[config.mk]
export PLATFORM = sky130hd
export DESIGN_NAME = link_frame_receiver_flat
export DESIGN_NICKNAME = d
export VERILOG_FILES = /design/src/rtl/link_pkg.sv /design/src/rtl/link_frame_receiver_if.sv /design/src/rtl/pin_sync2.sv /design/src/rtl/link_frame_receiver.sv /design/src/flat_wrapper.sv
export SDC_FILE = /design/constraint.sdc
export NUM_CORES = 1
export LEC_CHECK = 0
export ABC_AREA = 1
export CORE_ASPECT_RATIO = 1.75
export CORE_MARGIN = 5
export CORE_UTILIZATION = 60
export CTS_CLUSTER_DIAMETER = 50
export CTS_CLUSTER_SIZE = 20
export DETAILED_ROUTE_END_ITERATION = 8
export GPL_ROUTABILITY_DRIVEN = 0
export GPL_TIMING_DRIVEN = 0
export PLACE_DENSITY = 0.83
export SLEW_MARGIN = 10
export SYNTH_ARGS = -nofsm -noshare
export SYNTH_HDL_FRONTEND = slang
export SYNTH_SLANG_ARGS = --single-unit
export TNS_END_PERCENT = 100
[constraint.sdc]
create_clock -name clk -period 4.6 [get_ports clk]
set_input_delay 0.46 -clock clk [delete_from_list [all_inputs] [get_ports clk]]
set_output_delay 0.46 -clock clk [all_outputs]
set_load 0.02 [all_outputs]
[src/rtl/link_pkg.sv]
// link_pkg: pin field layout, word geometry and receiver FSM encoding for the inter-board link
package link_pkg;
  localparam int STROBE_BIT = 7;
  localparam int PARITY_BIT = 6;
  localparam int IDX_MSB = 5;
  localparam int IDX_LSB = 4;
  localparam int NIB_MSB = 3;
  localparam int NIB_LSB = 0;
  localparam int NIBBLES_PER_WORD = 3;
  localparam int WORD_W = 12;
  typedef enum logic [1:0] {WAIT_EDGE, SETTLE, SAMPLE} rx_state_t;
endpackage

[src/rtl/link_frame_receiver_if.sv]
// link_frame_receiver_if: pin bundle from the partner board and the recovered-word outputs
interface link_frame_receiver_if;
  import link_pkg::*;
  logic [7:0] rx_pins;
  logic [WORD_W-1:0] data_out;
  logic data_valid;
  logic link_up;
  logic frame_err;
  logic [7:0] err_count;
  modport master (output rx_pins, input data_out, data_valid, link_up, frame_err, err_count);
  modport slave (input rx_pins, output data_out, data_valid, link_up, frame_err, err_count);
endinterface

[src/rtl/pin_sync2.sv]
// pin_sync2: parameterised-width two-flop synchroniser with synchronous reset
module pin_sync2 #(
  parameter int W = 8
) (
  input  logic         clk,
  input  logic         rst,
  input  logic [W-1:0] d,
  output logic [W-1:0] q
);
  logic [W-1:0] m;
  // two-stage capture of the asynchronous pins
  always_ff @(posedge clk) begin
    if (rst) begin
      m <= '0;
      q <= '0;
    end else begin
      m <= d;
      q <= m;
    end
  end
endmodule

[src/rtl/link_frame_receiver.sv]
// link_frame_receiver: recovers 12-bit words from strobed, parity-protected nibble frames
module link_frame_receiver
  import link_pkg::*;
#(
  parameter int SETTLE_CYCLES = 8,
  parameter int TIMEOUT_CYCLES = 200000,
  parameter bit CLEAR_ON_TIMEOUT = 1'b0
) (
  input logic clk,
  input logic rst,
  link_frame_receiver_if.slave bus
);
  localparam int SW = $clog2(SETTLE_CYCLES + 1);
  localparam int TW = $clog2(TIMEOUT_CYCLES + 1);
  logic [7:0] sync;
  logic prev_strobe, cap_vld, edge_det, pok, good;
  logic [2:0] arm;
  logic [6:0] cap;
  logic [1:0] idx, exp_idx;
  logic [3:0] nib;
  logic [7:0] shadow;
  logic [SW-1:0] cnt, cnt_n;
  logic [TW-1:0] tcnt;
  rx_state_t state, state_n;
  pin_sync2 #(.W(8)) u_sync (.clk(clk), .rst(rst), .d(bus.rx_pins), .q(sync));
  // edge detect, settle sequencing and decode of the captured nibble
  always_comb begin
    edge_det = arm[2] && (sync[STROBE_BIT] != prev_strobe);
    state_n = edge_det ? SETTLE : (state == SETTLE && cnt == '0) ? SAMPLE : (state == SAMPLE) ? WAIT_EDGE : state;
    cnt_n = edge_det ? SW'(SETTLE_CYCLES - 1) : (state == SETTLE && cnt != '0) ? cnt - SW'(1) : cnt;
    idx = cap[IDX_MSB:IDX_LSB];
    nib = cap[NIB_MSB:NIB_LSB];
    pok = ~^cap;
    good = pok && idx == exp_idx;
  end
  // FSM state, strobe history and sample capture; arm masks edges until the synchroniser holds real pin data
  always_ff @(posedge clk) begin
    if (rst) begin
      state <= WAIT_EDGE;
      cnt <= '0;
      arm <= '0;
      prev_strobe <= 1'b0;
      cap <= '0;
      cap_vld <= 1'b0;
    end else begin
      state <= state_n;
      cnt <= cnt_n;
      arm <= {arm[1:0], 1'b1};
      prev_strobe <= sync[STROBE_BIT];
      cap_vld <= state == SAMPLE;
      if (state == SAMPLE) cap <= sync[PARITY_BIT:0];
    end
  end
  // word assembly, error statistics and link timeout; timeout overrides the sequence tracking
  always_ff @(posedge clk) begin
    if (rst) begin
      exp_idx <= '0;
      shadow <= '0;
      tcnt <= '0;
      bus.data_out <= '0;
      bus.data_valid <= 1'b0;
      bus.link_up <= 1'b0;
      bus.frame_err <= 1'b0;
      bus.err_count <= '0;
    end else begin
      bus.data_valid <= 1'b0;
      bus.frame_err <= 1'b0;
      if (cap_vld && good) begin
        if (idx == 2'd2) begin
          bus.data_out <= {nib, shadow};
          bus.data_valid <= 1'b1;
          exp_idx <= '0;
        end else begin
          if (idx[0]) shadow[7:4] <= nib;
          else shadow[3:0] <= nib;
          exp_idx <= exp_idx + 2'd1;
        end
      end else if (cap_vld) begin
        bus.frame_err <= 1'b1;
        if (bus.err_count != 8'hFF) bus.err_count <= bus.err_count + 8'd1;
        exp_idx <= (idx == 2'd0 && pok) ? 2'd1 : 2'd0;
        if (idx == 2'd0 && pok) shadow[3:0] <= nib;
      end
      if (edge_det) begin
        tcnt <= '0;
        bus.link_up <= 1'b1;
      end else if (tcnt != TW'(TIMEOUT_CYCLES)) begin
        tcnt <= tcnt + TW'(1);
        if (tcnt == TW'(TIMEOUT_CYCLES - 1)) begin
          bus.link_up <= 1'b0;
          exp_idx <= '0;
          shadow <= '0;
          if (CLEAR_ON_TIMEOUT) bus.data_out <= '0;
        end
      end
    end
  end
endmodule

[src/flat_wrapper.sv]
// flat-port wrapper written by rule: the top's interface ports become plain ports
module link_frame_receiver_flat import link_pkg::*;
#(
  parameter int SETTLE_CYCLES = 8,
  parameter int TIMEOUT_CYCLES = 200000,
  parameter bit CLEAR_ON_TIMEOUT = 1'b0
)
  (clk, rst, bus_rx_pins, bus_data_out, bus_data_valid, bus_link_up, bus_frame_err, bus_err_count);
  link_frame_receiver_if bus_i ();
  input logic clk;
  input logic rst;
  input wire logic [$bits(bus_i.rx_pins)-1:0] bus_rx_pins;
  output wire logic [$bits(bus_i.data_out)-1:0] bus_data_out;
  output wire logic [$bits(bus_i.data_valid)-1:0] bus_data_valid;
  output wire logic [$bits(bus_i.link_up)-1:0] bus_link_up;
  output wire logic [$bits(bus_i.frame_err)-1:0] bus_frame_err;
  output wire logic [$bits(bus_i.err_count)-1:0] bus_err_count;
  assign bus_i.rx_pins = bus_rx_pins;
  assign bus_data_out = bus_i.data_out;
  assign bus_data_valid = bus_i.data_valid;
  assign bus_link_up = bus_i.link_up;
  assign bus_frame_err = bus_i.frame_err;
  assign bus_err_count = bus_i.err_count;
  link_frame_receiver #(.SETTLE_CYCLES(SETTLE_CYCLES), .TIMEOUT_CYCLES(TIMEOUT_CYCLES), .CLEAR_ON_TIMEOUT(CLEAR_ON_TIMEOUT)) u_core (.clk(clk), .rst(rst), .bus(bus_i));
endmodule
[After elaboration in Yosys (flattened, before gate mapping)]
Index checks and enable logic that the tools add are counted.
Word-level totals
  output and inout bits: 23
  bits in registers: 85
  logic and storage cells: 81
Cells by class
  add/sub/neg operators: 4
  bitwise logic cells: 1
  equal/unequal tests: 8
  reduce and logical (&&, ||, !) cells: 21
  muxes and demuxes: 28
Operator list (number)
  $mux 8: 4
  $mux 4: 6
  $add 18x1->18 const B: 1
  $eq 18x18->1 const B: 1
  $ne 18x18->1 const B: 1
  $mux 2: 8
  $add 8x1->8 const B: 1
  $mux 1: 8
  $ne 8x8->1 const B: 1
  $reduce_bool 2->1: 4
  $reduce_xnor 7->1: 1
  $logic_and 1x1->1: 6
  $mux 3: 2
  $reduce_or 2->1: 3
  $eq 2x2->1 const B: 2
  $logic_not 4->1: 1
  $reduce_and 2->1: 2
  $reduce_bool 4->1: 1
  $sub 4x1->4 const B: 1
  $reduce_and 3->1: 1
  $reduce_bool 3->1: 1
  $add 2x1->2 const B: 1
  $eq 2x1->1 const B: 1
  $eq 2x2->1: 1
  other kinds (3): 3

[Logic depth before layout (Yosys ltp)]
Gate-level depths: netlist of run 1.
  depth in word-level cells: 8
  gate-level depth with buffers: 11
  depth with buffers taken out: 11

[By module]
Synthesis of run 1 repeated with hierarchy kept, for this count alone.
Unflattened totals
  cell total of the unflattened synthesis: 504
  area, all modules: 3726.1 sq um
By module, submodules not included
  link_frame_receiver: cells each 454, area an instance 3251.9 sq um, times used 1
  pin_sync2: cells each 50, area an instance 474.2 sq um, times used 1

[Worst setup path after synthesis of run 1]
Ideal clock, no wire load.
  path kind: register to register
  start point: register u_core.cap[4]
  end point: register u_core.bus.data_out[10]
  data required time: 4.487 ns
  arrival time: 1.645 ns
  slack: 2.842 ns
  buffers on the path: 2
  cell stages (with the launch flop): 11
  setup time: 0.113 ns
  cell sequence: dfxtp_1 > inv_2 > ha_1 > xnor2_1 > nand3_4 > nand3_2 > buf_6 > nor2_4 > buf_6 > o21ai_1 > nor2_1
On the way
  word-level cells in the longest chain between the ends: 4
Ends and longest elaborated chain
  start, declared: RTL line link_frame_receiver.sv:18  | logic [6:0] cap;
  start signal, assigned: RTL line link_frame_receiver.sv:51  | if (state == SAMPLE) cap <= sync[PARITY_BIT:0];
  $reduce_xnor 7->1 or $eq 2x2->1 (tied branches): RTL line link_frame_receiver.sv:33, link_frame_receiver.sv:34
  $logic_and 1x1->1: RTL line link_frame_receiver.sv:34  | good = pok && idx == exp_idx;
  $logic_and 1x1->1: RTL line link_frame_receiver.sv:68  | if (cap_vld && good) begin
  $reduce_and 2->1 (no source line) (*)
  end signal, assigned: RTL line link_frame_receiver.sv:70  | bus.data_out <= {nib, shadow};
  end, declared: RTL line link_frame_receiver_if.sv:11  | modport slave (input rx_pins, output data_out, data_valid, link_up, frame_err, err_count);
Every way passes the cells marked *; elsewhere a longest branch is shown, timed or not.
A chain may end at the register's enable or synchronous reset.

[Final worst setup path of run 1]
  start point: register u_core.cap[4]
  end point: register u_core.bus.data_out[8]
Same word-level chain as after synthesis.

==> impl_metrics.toml, run 1 <==
[yosys]
post_synth_design_cell_area_sq_um = 3600
ys_ff_latch = 85
synth_edf_count = 0
synth.yosys.seq_area_share_pct = 47.2
postSynth.topFlopCell = "sky130_fd_sc_hd__dfxtp_1"
synthMostInstantiatedCell = "sky130_fd_sc_hd__dfxtp_1"
synth.yosys.warnings = 0
synth_largest_area_cell = "sky130_fd_sc_hd__dfxtp_1"
yosys.area.top_type_share_pct = 47.2
ys_top_cells_by_count = "sky130_fd_sc_hd__dfxtp_1, sky130_fd_sc_hd__nand2_1, sky130_fd_sc_hd__nor2_1, sky130_fd_sc_hd__inv_1, sky130_fd_sc_hd__a21oi_1"
synth_nets = 509
synthDistinctLibCells = 26
synth_cells = 493
syn_area_per_cell_sq_um = 7.31
synth_top_cells_by_area = "sky130_fd_sc_hd__dfxtp_1, sky130_fd_sc_hd__nand2_1, sky130_fd_sc_hd__nor2_1"
ys_async_sr_fraction_pct = 0

[sta]
grt_setup_unrepaired = "false"
headroom_to_the_max_slew_limit_pct = 66.3
drv_slew = 0
timing.final.crit_share_pct = 42.7
worst_clk_skew_ns = 0.0130
fin_tns_setup_ns = 0
tmin_final_ns = 1.96
max_clock_freq_mhz = 509
timing_hold_violations_final = 0
worstMarginPinSlew_ns = 0.505
timing.final.setup_violations = 0

[final_layout]
layout_cell_share_with_drive_strength_beyond_1_pct = 8.15
seqCellArea_sq_um = 1700
area_growth_syn_to_layout_pct = 17.3
n_fill_cell = 488
multi_input_comb_area_sq_um = 1550
n_antenna_cell = 0
postLayoutCoreUtil_pct = 71.8
layout.nets = 551

[route]
top_layer = "met4"
met2_wirelength_mm = 4.07
final_antenna_net_count = 0
detailed_route_iter0_violations = 222
post-route-drc-count = 0
vias_after_detailed_routing = 3188
route.final.wire_length_mm = 7.39
wl_met1_mm = 2.83
viasPerCell = 5.16
routed-wl-met3_microns = 218
detailedRoute.firstPassIterationCount = 4
avgRoutedWirePerCell_microns = 12.0

[clock_network]
root_buf_cell = "sky130_fd_sc_hd__clkbuf_8"
cts-htree-levels = 3
clock_buffer_depth = 2
cts_buffers = 9
number_of_clock_sinks = 85
postCtsHoldBufs = 0
worst_setup_hold_path_clk_slew_ns = 0.09
cts_post_setup_buffers_inserted = 0
postCtsResizedCells = 0
cts_tree = "done"
clk_latency_ns = 0.36

[floorplanning]
die_w_microns = 68.6
design.core.area_sq_um = 5880
die_area_sq_um = 7710
floorplan.die.height_microns = 113
floorplan.initialDensity_pct = 61.3
floorplan.rows = 37
top_level_ports = 33

[pwr]
leakagePower_nw = 1.78
max-vdd-ir-drop_mv = 0.305
pwr_density_cell_nw_per_um2 = 323
total_chip_power_mw = 1.36

[critical_path]
critical_path_arrival_ns = 2.22
worstPathMaxFanout = 10
setup.worst_path.end_class = "flop"
cp_data_required_time_ns = 4.86
worstSetupPathType = "reg2reg"
crit_path_start_kind = "flop"

[grt]
via_count_of_the_first_global_routing_pass = 3091
grt.total_usage_pct = 21.1
aggregate_global_routing_overflow = 0
grt_first_pass_wirelength_mm = 12.7
grt_max_degree = 17
grt_antenna_before_repair = 0

[run_status]
status = "finished clean"

[worst_hold_path]
hold_path.class = "reg2reg"

[run]
cap_violations = 0

[placement]
dp_hpwl_mm = 5.50
place.port_buffers = 31
-- cells by family (layout without fill, tap and decap cells) --
kind of cell / after synthesis / in the layout / synth area share (%)
fa+ha+maj: 6 / 6 / 2.08
compound gates: 86 / 86 / 12.1
buf+inv: 90 / 137 / 9.86
simple gates: 216 / 216 / 26.3
xor+xnor: 10 / 10 / 2.43
flops: 85 / 85 / 47.2
-- worst max-delay path, cell delays in order, from the launching register on --
cell	delay [ns]
sky130_fd_sc_hd__dfxtp_1	0.37
sky130_fd_sc_hd__inv_2	0.09
sky130_fd_sc_hd__ha_1	0.34
sky130_fd_sc_hd__xnor2_1	0.27
sky130_fd_sc_hd__nand3_4	0.14
sky130_fd_sc_hd__nand3_2	0.12
sky130_fd_sc_hd__buf_6	0.16
sky130_fd_sc_hd__nor2_4	0.05
sky130_fd_sc_hd__buf_6	0.13
sky130_fd_sc_hd__o21ai_1	0.13
sky130_fd_sc_hd__nor2_1	0.06
-- registers in the layout, summed over array words and instances, names as in the netlist --
| register | count |
|---|---|
| u_core.bus.err_count | 8 |
| u_core.arm | 3 |
| u_core.exp_idx | 2 |
| u_core.shadow | 8 |
| u_core.cap_vld | 1 |
| u_core.tcnt | 18 |
| u_core.bus.frame_err | 1 |
| u_core.bus.data_out | 12 |
| u_core.u_sync.q | 8 |
| u_core.bus.data_valid | 1 |
| u_core.state | 2 |
| u_core.u_sync.m | 8 |
| u_core.bus.link_up | 1 |
| u_core.prev_strobe | 1 |
| u_core.cnt | 4 |
| u_core.cap | 7 |
-- where the power goes --
group	switching (mW)	total (mW)	internal [mW]
Clock	0.284	0.559	0.275
Combinational	0.0319	0.0519	0.0200
Sequential	0.00521	0.752	0.747
-- path summary, 6_finish.rpt --
| kind | cells after the start | endpoint | startpoint | slack, ns |
|---|---|---|---|---|
| setup / recovery | 10 | u_core.bus.data_out[8]$_SDFFE_PP0P_ | u_core.cap[4]$_SDFFE_PP0P_ | 2.64 |
| setup reg to reg | 10 | u_core.bus.data_out[8]$_SDFFE_PP0P_ | u_core.cap[4]$_SDFFE_PP0P_ | 2.64 |
| hold reg to reg | 2 | u_core.u_sync.q[6]$_SDFF_PP0_ | u_core.u_sync.m[6]$_SDFF_PP0_ | 0.41 |
| hold / removal | 2 | u_core.u_sync.q[6]$_SDFF_PP0_ | u_core.u_sync.m[6]$_SDFF_PP0_ | 0.41 |
-- metal layers --
layer / track usage (%) / vias to the layer above
li1: - / 1630
met1: 20.3 / 1478
met2: 38.4 / 56
met3: 5.01 / 24
met4: 12.4 / 0
met5: 0 / -
-- final cells by class --
| cell class | count | share of cell area [%] |
|---|---|---|
| clock buffers | 10 | 3.26 |
| flip-flops and latches | 85 | 40.3 |
| plain buffers | 12 | 1.48 |
| repair buffers | 31 | 7.35 |
| multi-input cells | 318 | 36.6 |
| inverters | 78 | 6.93 |
| well taps | 78 | 2.31 |
| clock inverters | 6 | 1.81 |
-- cell usage in the layout, fill, tap and decap left out --
master                             n
sky130_fd_sc_hd__nor2_2            1
sky130_fd_sc_hd__dfxtp_1          85
sky130_fd_sc_hd__bufinv_16         1
sky130_fd_sc_hd__clkbuf_8         10
sky130_fd_sc_hd__xnor2_1           4
sky130_fd_sc_hd__nand3_4           1
sky130_fd_sc_hd__a211oi_1          1
sky130_fd_sc_hd__nand2_1          81
sky130_fd_sc_hd__nand3_1          25
sky130_fd_sc_hd__o21ai_1          10
sky130_fd_sc_hd__nor2_1           80
sky130_fd_sc_hd__buf_2             2
sky130_fd_sc_hd__clkinv_4          2
sky130_fd_sc_hd__nand2_2           3
sky130_fd_sc_hd__a21oi_1          45
sky130_fd_sc_hd__buf_6             2
sky130_fd_sc_hd__nand4_1           7
sky130_fd_sc_hd__inv_6             2
sky130_fd_sc_hd__inv_1            69
sky130_fd_sc_hd__clkbuf_1          8
sky130_fd_sc_hd__inv_8             1
sky130_fd_sc_hd__clkdlybuf4s50_1  31
sky130_fd_sc_hd__o21ai_0          29
sky130_fd_sc_hd__nor2_4            3
sky130_fd_sc_hd__nor3_1            8
sky130_fd_sc_hd__or2_2             3
sky130_fd_sc_hd__a31oi_1           1
sky130_fd_sc_hd__nand3_2           3
sky130_fd_sc_hd__inv_2             9
sky130_fd_sc_hd__ha_1              6
sky130_fd_sc_hd__nor3_2            1
sky130_fd_sc_hd__xor2_1            6
-- per-stage QoR --
step	cell area, sq um	instances	hold WS, ns	worst slack (ns)
floorplan	3600	493	0.388	2.84
global placement	4010	602	0.395	2.72
detailed placement	4010	602	0.399	2.63
CTS	4220	618	0.404	2.62
global route	4220	618	0.422	2.47
finish	4220	618	0.407	2.64
Power figures use the tool's default switching activity.
==> inputs of run 2 (changes only) <==
--- a/config.mk
+++ b/config.mk
@@ -8,13 +8,13 @@
 export ABC_AREA = 1
 export CORE_ASPECT_RATIO = 1.75
 export CORE_MARGIN = 5
-export CORE_UTILIZATION = 60
+export CORE_UTILIZATION = 51
 export CTS_CLUSTER_DIAMETER = 50
 export CTS_CLUSTER_SIZE = 20
 export DETAILED_ROUTE_END_ITERATION = 8
 export GPL_ROUTABILITY_DRIVEN = 0
 export GPL_TIMING_DRIVEN = 0
-export PLACE_DENSITY = 0.83
+export PLACE_DENSITY = 0.75
 export SLEW_MARGIN = 10
 export SYNTH_ARGS = -nofsm -noshare
 export SYNTH_HDL_FRONTEND = slang
==> constraint.sdc (replaced) <==
create_clock -name clk -period 1.7 [get_ports clk]
set_input_delay 0.17 -clock clk [delete_from_list [all_inputs] [get_ports clk]]
set_output_delay 0.17 -clock clk [all_outputs]
set_load 0.02 [all_outputs]
==> run 2 against run 1 <==
Against the previous run: the run now ends with negative setup slack left; register-to-register slack worse by 2.7 ns; utilization is 2.8 points lower; sequential cell count stayed put; clock power grew to 4.0 times the previous value; hold slack lost 0.063 ns; clock-buffer cell count rose by 3; worst setup slack got worse by 2.7 ns; clock skew fell by 0.0085 ns; first-iteration DRC count decreased by 2.3%; cell area rose by 12%; global-route usage decreased by 3.0 points; total power rose to 3.2 times the previous value; largest power group is now clock.
==> impl_metrics.toml, run 2 (synthesis gave the netlist of run 1 again) <==
[placement]
dpl_ws_ns = -0.158
place.port_buffers = 31
numPlacedInstances = 608
dpl_cell_area_sq_um = 4040
dp_hpwl_mm = 5.29

[final_layout]
final_design_area_no_fill_sq_um = 4730
n_antenna_cell = 0
layout_cell_share_with_drive_strength_beyond_1_pct = 17.9
postLayoutCoreUtil_pct = 69.0
area_growth_syn_to_layout_pct = 31.4
most_frequent_standard_cell_in_the_layout_excluding_fill_and_tap_cells = "sky130_fd_sc_hd__dfxtp_1"
layout.nets = 570
largest_register = "u_core.tcnt"
stdcell_count = 643
layout.cells.most_common_list = "sky130_fd_sc_hd__dfxtp_1, sky130_fd_sc_hd__nand2_1, sky130_fd_sc_hd__nor2_1"
largest_register_ff_count = 18
registers_with_the_most_flip_flops = "u_core.tcnt (18), u_core.bus.data_out (12)"

[clock_network]
root_buf_cell = "sky130_fd_sc_hd__clkbuf_16"
cts_tree = "done"
clock_buffer_depth = 2
clk_latency_ns = 0.34
cts_buffers = 9
number_of_clock_sinks = 85
worst_setup_hold_path_clk_slew_ns = 0.06
cts-htree-levels = 3

[sta]
grt_setup_unrepaired = "true"
finalHoldWorstSlack_ns = 0.344
timing.final.crit_share_pct = 106
drv_slew = 0
postLayoutSetupSlackWorst_ns = -0.104
fin_tns_setup_ns = -1.72
tmin_final_ns = 1.80
worst_clk_skew_ns = 0.00450
timing.final.setup_violations = 28
timing_hold_violations_final = 0
headroom_to_the_max_slew_limit_pct = 60.4
max_clock_freq_mhz = 554
worstMarginPinSlew_ns = 0.593

[grt]
aggregate_global_routing_overflow = 0
grt_antenna_before_repair = 0
grt_max_degree = 14
grt_first_pass_wirelength_mm = 12.8
via_count_of_the_first_global_routing_pass = 2992
grt.total_usage_pct = 18.2

[route]
post-route-drc-count = 0
detailed_route_iter0_violations = 217
detailedRoute.firstPassIterationCount = 7
vias_after_detailed_routing = 3300
final_antenna_net_count = 0
viasPerCell = 5.13
avgRoutedWirePerCell_microns = 12.7
route.final.wire_length_mm = 8.18

[floorplanning]
die_w_microns = 73.5
floorplan.rows = 40
floorplan.initialDensity_pct = 52.5
top_level_ports = 33
die_area_sq_um = 8910
floorplan.die.height_microns = 121
design.core.area_sq_um = 6860

[critical_path]
r2r_setup_slack_ns = -0.10
critical_path_arrival_ns = 2.07
crit_path_start_kind = "flop"
worstRegToRegCells = 10
worstPathMaxFanout = 6
r2r_start = "u_core.cap[4]$_SDFFE_PP0P_"
setup.worst_path.end_class = "flop"
cp-startpoint = "u_core.cap[4]$_SDFFE_PP0P_"
worstSetupPathType = "reg2reg"
timing.rr.end = "u_core.shadow[2]$_SDFF_PP0_"
timing.critical_path.to = "u_core.shadow[2]$_SDFF_PP0_"
cp_data_required_time_ns = 1.96

[pwr]
pwr_density_cell_nw_per_um2 = 931
max-vdd-ir-drop_mv = 0.651
total_chip_power_mw = 4.41
leakagePower_nw = 1.98

[worst_hold_path]
hold_path.class = "in2reg"

[run]
cap_violations = 0

[run_status]
status = "complete, but fails checks"
violations = "negative setup slack"
run 2: cell types whose count changed in the layout (fill, tap and decap cells not counted), sizes merged:
cell      before  now
bufinv         1    2
clkinvlp       0    1
clkinv         2    1
clkbuf        18   21
buf            4   22
inv           81   78
run 2: how the worst min path moves through the flow:
stage               slack, ns  depth (start not counted)                           from                       endpoint
finish                   0.34                          3                 bus_rx_pins[3]  u_core.u_sync.m[3]$_SDFF_PP0_
CTS                      0.34                          3                 bus_rx_pins[3]  u_core.u_sync.m[3]$_SDFF_PP0_
detailed placement       0.39                          2  u_core.u_sync.m[2]$_SDFF_PP0_  u_core.u_sync.q[2]$_SDFF_PP0_
floorplan                0.28                          2                 bus_rx_pins[0]  u_core.u_sync.m[0]$_SDFF_PP0_
global placement         0.39                          2  u_core.u_sync.m[7]$_SDFF_PP0_  u_core.u_sync.q[7]$_SDFF_PP0_
global route             0.34                          3                 bus_rx_pins[3]  u_core.u_sync.m[3]$_SDFF_PP0_
run 2: timing repair:
item                                   in CTS  in global routing
hold buffers                                0                  0
endpoints found under the hold margin       0                  0
cloned                                      0                  2
setup endpoints to repair                  33                 40
pin swaps                                   3                 11
setup buffers                               4                 13
resized for setup                           9                 47
run 2: final cells by class:
type                            instances  area [sq um]
Multi-Input combinational cell        318          1720
Timing Repair inverter                  1          7.51
Inverter                               78           303
Fill cell                             529          2120
Sequential cell                        85          1710
Clock inverter                          3          65.1
Tap cell                               84           105
Clock buffer                           13           280
Timing Repair Buffer                   49           474
Buffer                                 12          68.8
run 2: per-layer routing:
layer | track usage, % | vias up | share of wire [%] | routed length, microns
li1 | - | 1681 | - | -
met1 | 18.3 | 1534 | 39 | 3160
met2 | 33.7 | 73 | 56 | 4560
met4 | 8.62 | 0 | 1.7 | 139
met5 | 0 | - | 0 | 0
met3 | 4.06 | 12 | 4.0 | 327
run 2: critical path, stage by stage (launching register included):
cell	delay, ns
sky130_fd_sc_hd__dfxtp_2	0.36
sky130_fd_sc_hd__inv_4	0.06
sky130_fd_sc_hd__ha_4	0.30
sky130_fd_sc_hd__xor2_2	0.17
sky130_fd_sc_hd__nand3_2	0.15
sky130_fd_sc_hd__nand3_4	0.12
sky130_fd_sc_hd__buf_8	0.14
sky130_fd_sc_hd__buf_4	0.11
sky130_fd_sc_hd__buf_6	0.11
sky130_fd_sc_hd__nand3_2	0.08
sky130_fd_sc_hd__a21oi_1	0.13
run 2: report_power, final:
group | total [mW] | internal, mW | switching, mW | leakage (nW)
clock network | 2.21 | 1.44 | 0.763 | 0.172
logic | 0.159 | 0.0624 | 0.0964 | 1.12
registers | 2.04 | 2.03 | 0.0151 | 0.691
total | 4.41 | 3.53 | 0.874 | 1.98
==> inputs of run 3 (changes only) <==
--- a/config.mk
+++ b/config.mk
@@ -6,15 +6,17 @@
 export NUM_CORES = 1
 export LEC_CHECK = 0
 export ABC_AREA = 1
+export CELL_PAD_IN_SITES_DETAIL_PLACEMENT = 0
+export CELL_PAD_IN_SITES_GLOBAL_PLACEMENT = 1
 export CORE_ASPECT_RATIO = 1.75
-export CORE_MARGIN = 5
-export CORE_UTILIZATION = 51
+export CORE_UTILIZATION = 39
+export CTS_BUF_LIST = sky130_fd_sc_hd__clkbuf_2 sky130_fd_sc_hd__clkbuf_4 sky130_fd_sc_hd__clkbuf_8
 export CTS_CLUSTER_DIAMETER = 50
 export CTS_CLUSTER_SIZE = 20
 export DETAILED_ROUTE_END_ITERATION = 8
 export GPL_ROUTABILITY_DRIVEN = 0
 export GPL_TIMING_DRIVEN = 0
-export PLACE_DENSITY = 0.75
+export PLACE_DENSITY_LB_ADDON = 0.1
 export SLEW_MARGIN = 10
 export SYNTH_ARGS = -nofsm -noshare
 export SYNTH_HDL_FRONTEND = slang
==> run 3 against run 2 <==
Against the previous run: the run now ends clean; cell area shrank 4.8%; sequential power barely moved; first-iteration DRC count fell by 55%; sequential share of layout area up 1.8 points; non-clock buffer count shrank 5; total power fell by 17%; critical endpoint is now u_core.shadow[5]$_SDFF_PP0_; largest power group is now sequential cells.
==> impl_metrics.toml, run 3 (synthesis gave the netlist of run 1 again) <==
[route]
detailed_route_iter0_violations = 98
avgRoutedWirePerCell_microns = 11.9
route.final.wire_length_mm = 7.99
final_antenna_net_count = 0
vias_after_detailed_routing = 3111
detailedRoute.firstPassIterationCount = 4
post-route-drc-count = 0
viasPerCell = 4.62

[clock_network]
cts-htree-levels = 3
clock_buffer_depth = 2
cts_buffers = 9
number_of_clock_sinks = 85
worst_setup_hold_path_clk_slew_ns = 0.09
postCtsHoldBufs = 0
root_buf_cell = "sky130_fd_sc_hd__clkbuf_8"
cts_tree = "done"
clk_latency_ns = 0.37

[critical_path]
worstSetupPathType = "reg2reg"
crit_path_start_kind = "flop"
cp_data_required_time_ns = 1.97
cp_top_family = "buffers and inverters"
max_stage_delay_ns = 0.41
setup.worst_path.end_class = "flop"
cells_traversed_along_the_worst_timing_path = "inv_4 > buf_4 > ha_1 > inv_1 > buf_1 > nand3_1 > nand2_1 > nor2_1"
worstPathMaxFanout = 10
critical-path-slowest-cell = "sky130_fd_sc_hd__buf_1"
critical_path_arrival_ns = 1.96
crit_buf_inv = 4

[final_layout]
layout.cells.most_common_list = "sky130_fd_sc_hd__dfxtp_1, sky130_fd_sc_hd__nand2_1, sky130_fd_sc_hd__nor2_1"
largest_register_ff_count = 18
area_growth_syn_to_layout_pct = 25.0
final_design_area_no_fill_sq_um = 4500
n_fill_cell = 951
registers_with_the_most_flip_flops = "u_core.tcnt (18), u_core.bus.data_out (12)"
most_frequent_standard_cell_in_the_layout_excluding_fill_and_tap_cells = "sky130_fd_sc_hd__dfxtp_1"
multi_input_comb_area_sq_um = 1660
layout_cell_share_with_drive_strength_beyond_1_pct = 15.4
largest_register = "u_core.tcnt"
layout.nets = 564
n_antenna_cell = 0
seqCellArea_sq_um = 1710

[grt]
via_count_of_the_first_global_routing_pass = 3005
aggregate_global_routing_overflow = 0
grt_first_pass_wirelength_mm = 13.6
grt.total_usage_pct = 18.9
grt_antenna_before_repair = 0
grt_max_degree = 16

[floorplanning]
die_w_microns = 74.7
floorplan.rows = 46
floorplan.die.height_microns = 129
design.core.area_sq_um = 9040
top_level_ports = 33
die_area_sq_um = 9640
floorplan.initialDensity_pct = 39.9

[sta]
timing.final.crit_share_pct = 99.1
worst_clk_skew_ns = 0.0107
timing_hold_violations_final = 0
max_clock_freq_mhz = 594
timing.final.setup_violations = 0
headroom_to_the_max_slew_limit_pct = 60.9
postLayoutSetupSlackWorst_ns = 0.0154
worstMarginPinSlew_ns = 0.586
grt_setup_unrepaired = "true"
tmin_final_ns = 1.68
drv_slew = 0

[placement]
dpl_cell_area_sq_um = 4080
dp_hpwl_mm = 5.81
place.port_buffers = 31
dpl_ws_ns = -0.174

[run_status]
status = "finished clean"

[run]
cap_violations = 0

[worst_hold_path]
hold_path.class = "in2reg"

[pwr]
max-vdd-ir-drop_mv = 0.465
pwr_density_cell_nw_per_um2 = 811
leakagePower_nw = 1.87
run 3: changes by cell type in the layout (fill, tap and decap cells not counted), moves of 2 or more:
cell,previous run,this run
sky130_fd_sc_hd__buf_4,16,12
sky130_fd_sc_hd__a21oi_2,4,2
sky130_fd_sc_hd__nand2_2,5,7
sky130_fd_sc_hd__clkbuf_16,9,0
sky130_fd_sc_hd__a21oi_1,41,43
sky130_fd_sc_hd__buf_12,2,0
sky130_fd_sc_hd__nand3_1,17,23
sky130_fd_sc_hd__o21ai_0,24,27
sky130_fd_sc_hd__clkinv_4,0,3
sky130_fd_sc_hd__nand3_2,9,4
sky130_fd_sc_hd__o21ai_1,11,7
sky130_fd_sc_hd__clkbuf_8,4,9
run 3: per-layer routing:
layer | track usage [%] | share of wire [%]
met1 | 19.1 | 39
met2 | 35.2 | 57
met3 | 4.20 | 2.3
met4 | 8.77 | 2.1
met5 | 0 | 0
run 3: through the flow:
stage | std cells | util [%] | power [mW] | TNS (ns) | hold WS (ns)
after floorplan | 493 | - | 2.17 | 0 | 0.277
after global placement | 644 | 45.2 | 2.23 | -3.14 | 0.390
after detailed placement | 644 | 45.2 | 2.23 | -3.41 | 0.394
after CTS | 671 | 48.8 | 3.69 | -0.0146 | 0.291
after global routing | 673 | 49.8 | 3.82 | -1.35 | 0.307
final | 673 | 49.8 | 3.65 | 0 | 0.302
run 3: layout make-up:
type                    instances  area share (%)
inverters                      78            6.67
plain buffers                  12            1.53
clock buffers                   9            2.75
multi-input cells             318            36.9
well taps                     120            3.33
flip-flops and latches         85            37.9
clock inverters                 7            1.69
repair buffers                 44            9.22
run 3: path summary, 6_finish.rpt:
kind / cells past startpoint / slack [ns] / startpoint / endpoint
worst max-delay path: 8 / 0.02 / u_core.cap[4]$_SDFFE_PP0P_ / u_core.shadow[5]$_SDFF_PP0_
worst min-delay path: 3 / 0.30 / bus_rx_pins[6] / u_core.u_sync.m[6]$_SDFF_PP0_
worst max register to register: 8 / 0.02 / u_core.cap[4]$_SDFFE_PP0P_ / u_core.shadow[5]$_SDFF_PP0_
worst min register to register: 2 / 0.40 / u_core.u_sync.m[7]$_SDFF_PP0_ / u_core.u_sync.q[7]$_SDFF_PP0_
run 3: repair_timing:
item                                    4_1_cts  5_1_grt
buffers inserted                             10        2
endpoints found under the setup margin       43       48
gates resized for setup                      13       29
pin swaps                                     5        5
cloned                                        1        0
run 3: worst min-delay path, delay by kind of cell:
| kind | cells | cell delay (ns) |
|---|---|---|
| AND/OR/NAND/NOR | 1 | 0.03 |
| buffers and inverters | 2 | 0.44 |
run 3: power breakdown:
part	total [mW]	leakage [nW]	switching [mW]	internal [mW]
clock	1.46	0.0954	0.780	0.683
combinational	0.153	1.09	0.0919	0.0613
sequential	2.04	0.691	0.0141	2.02
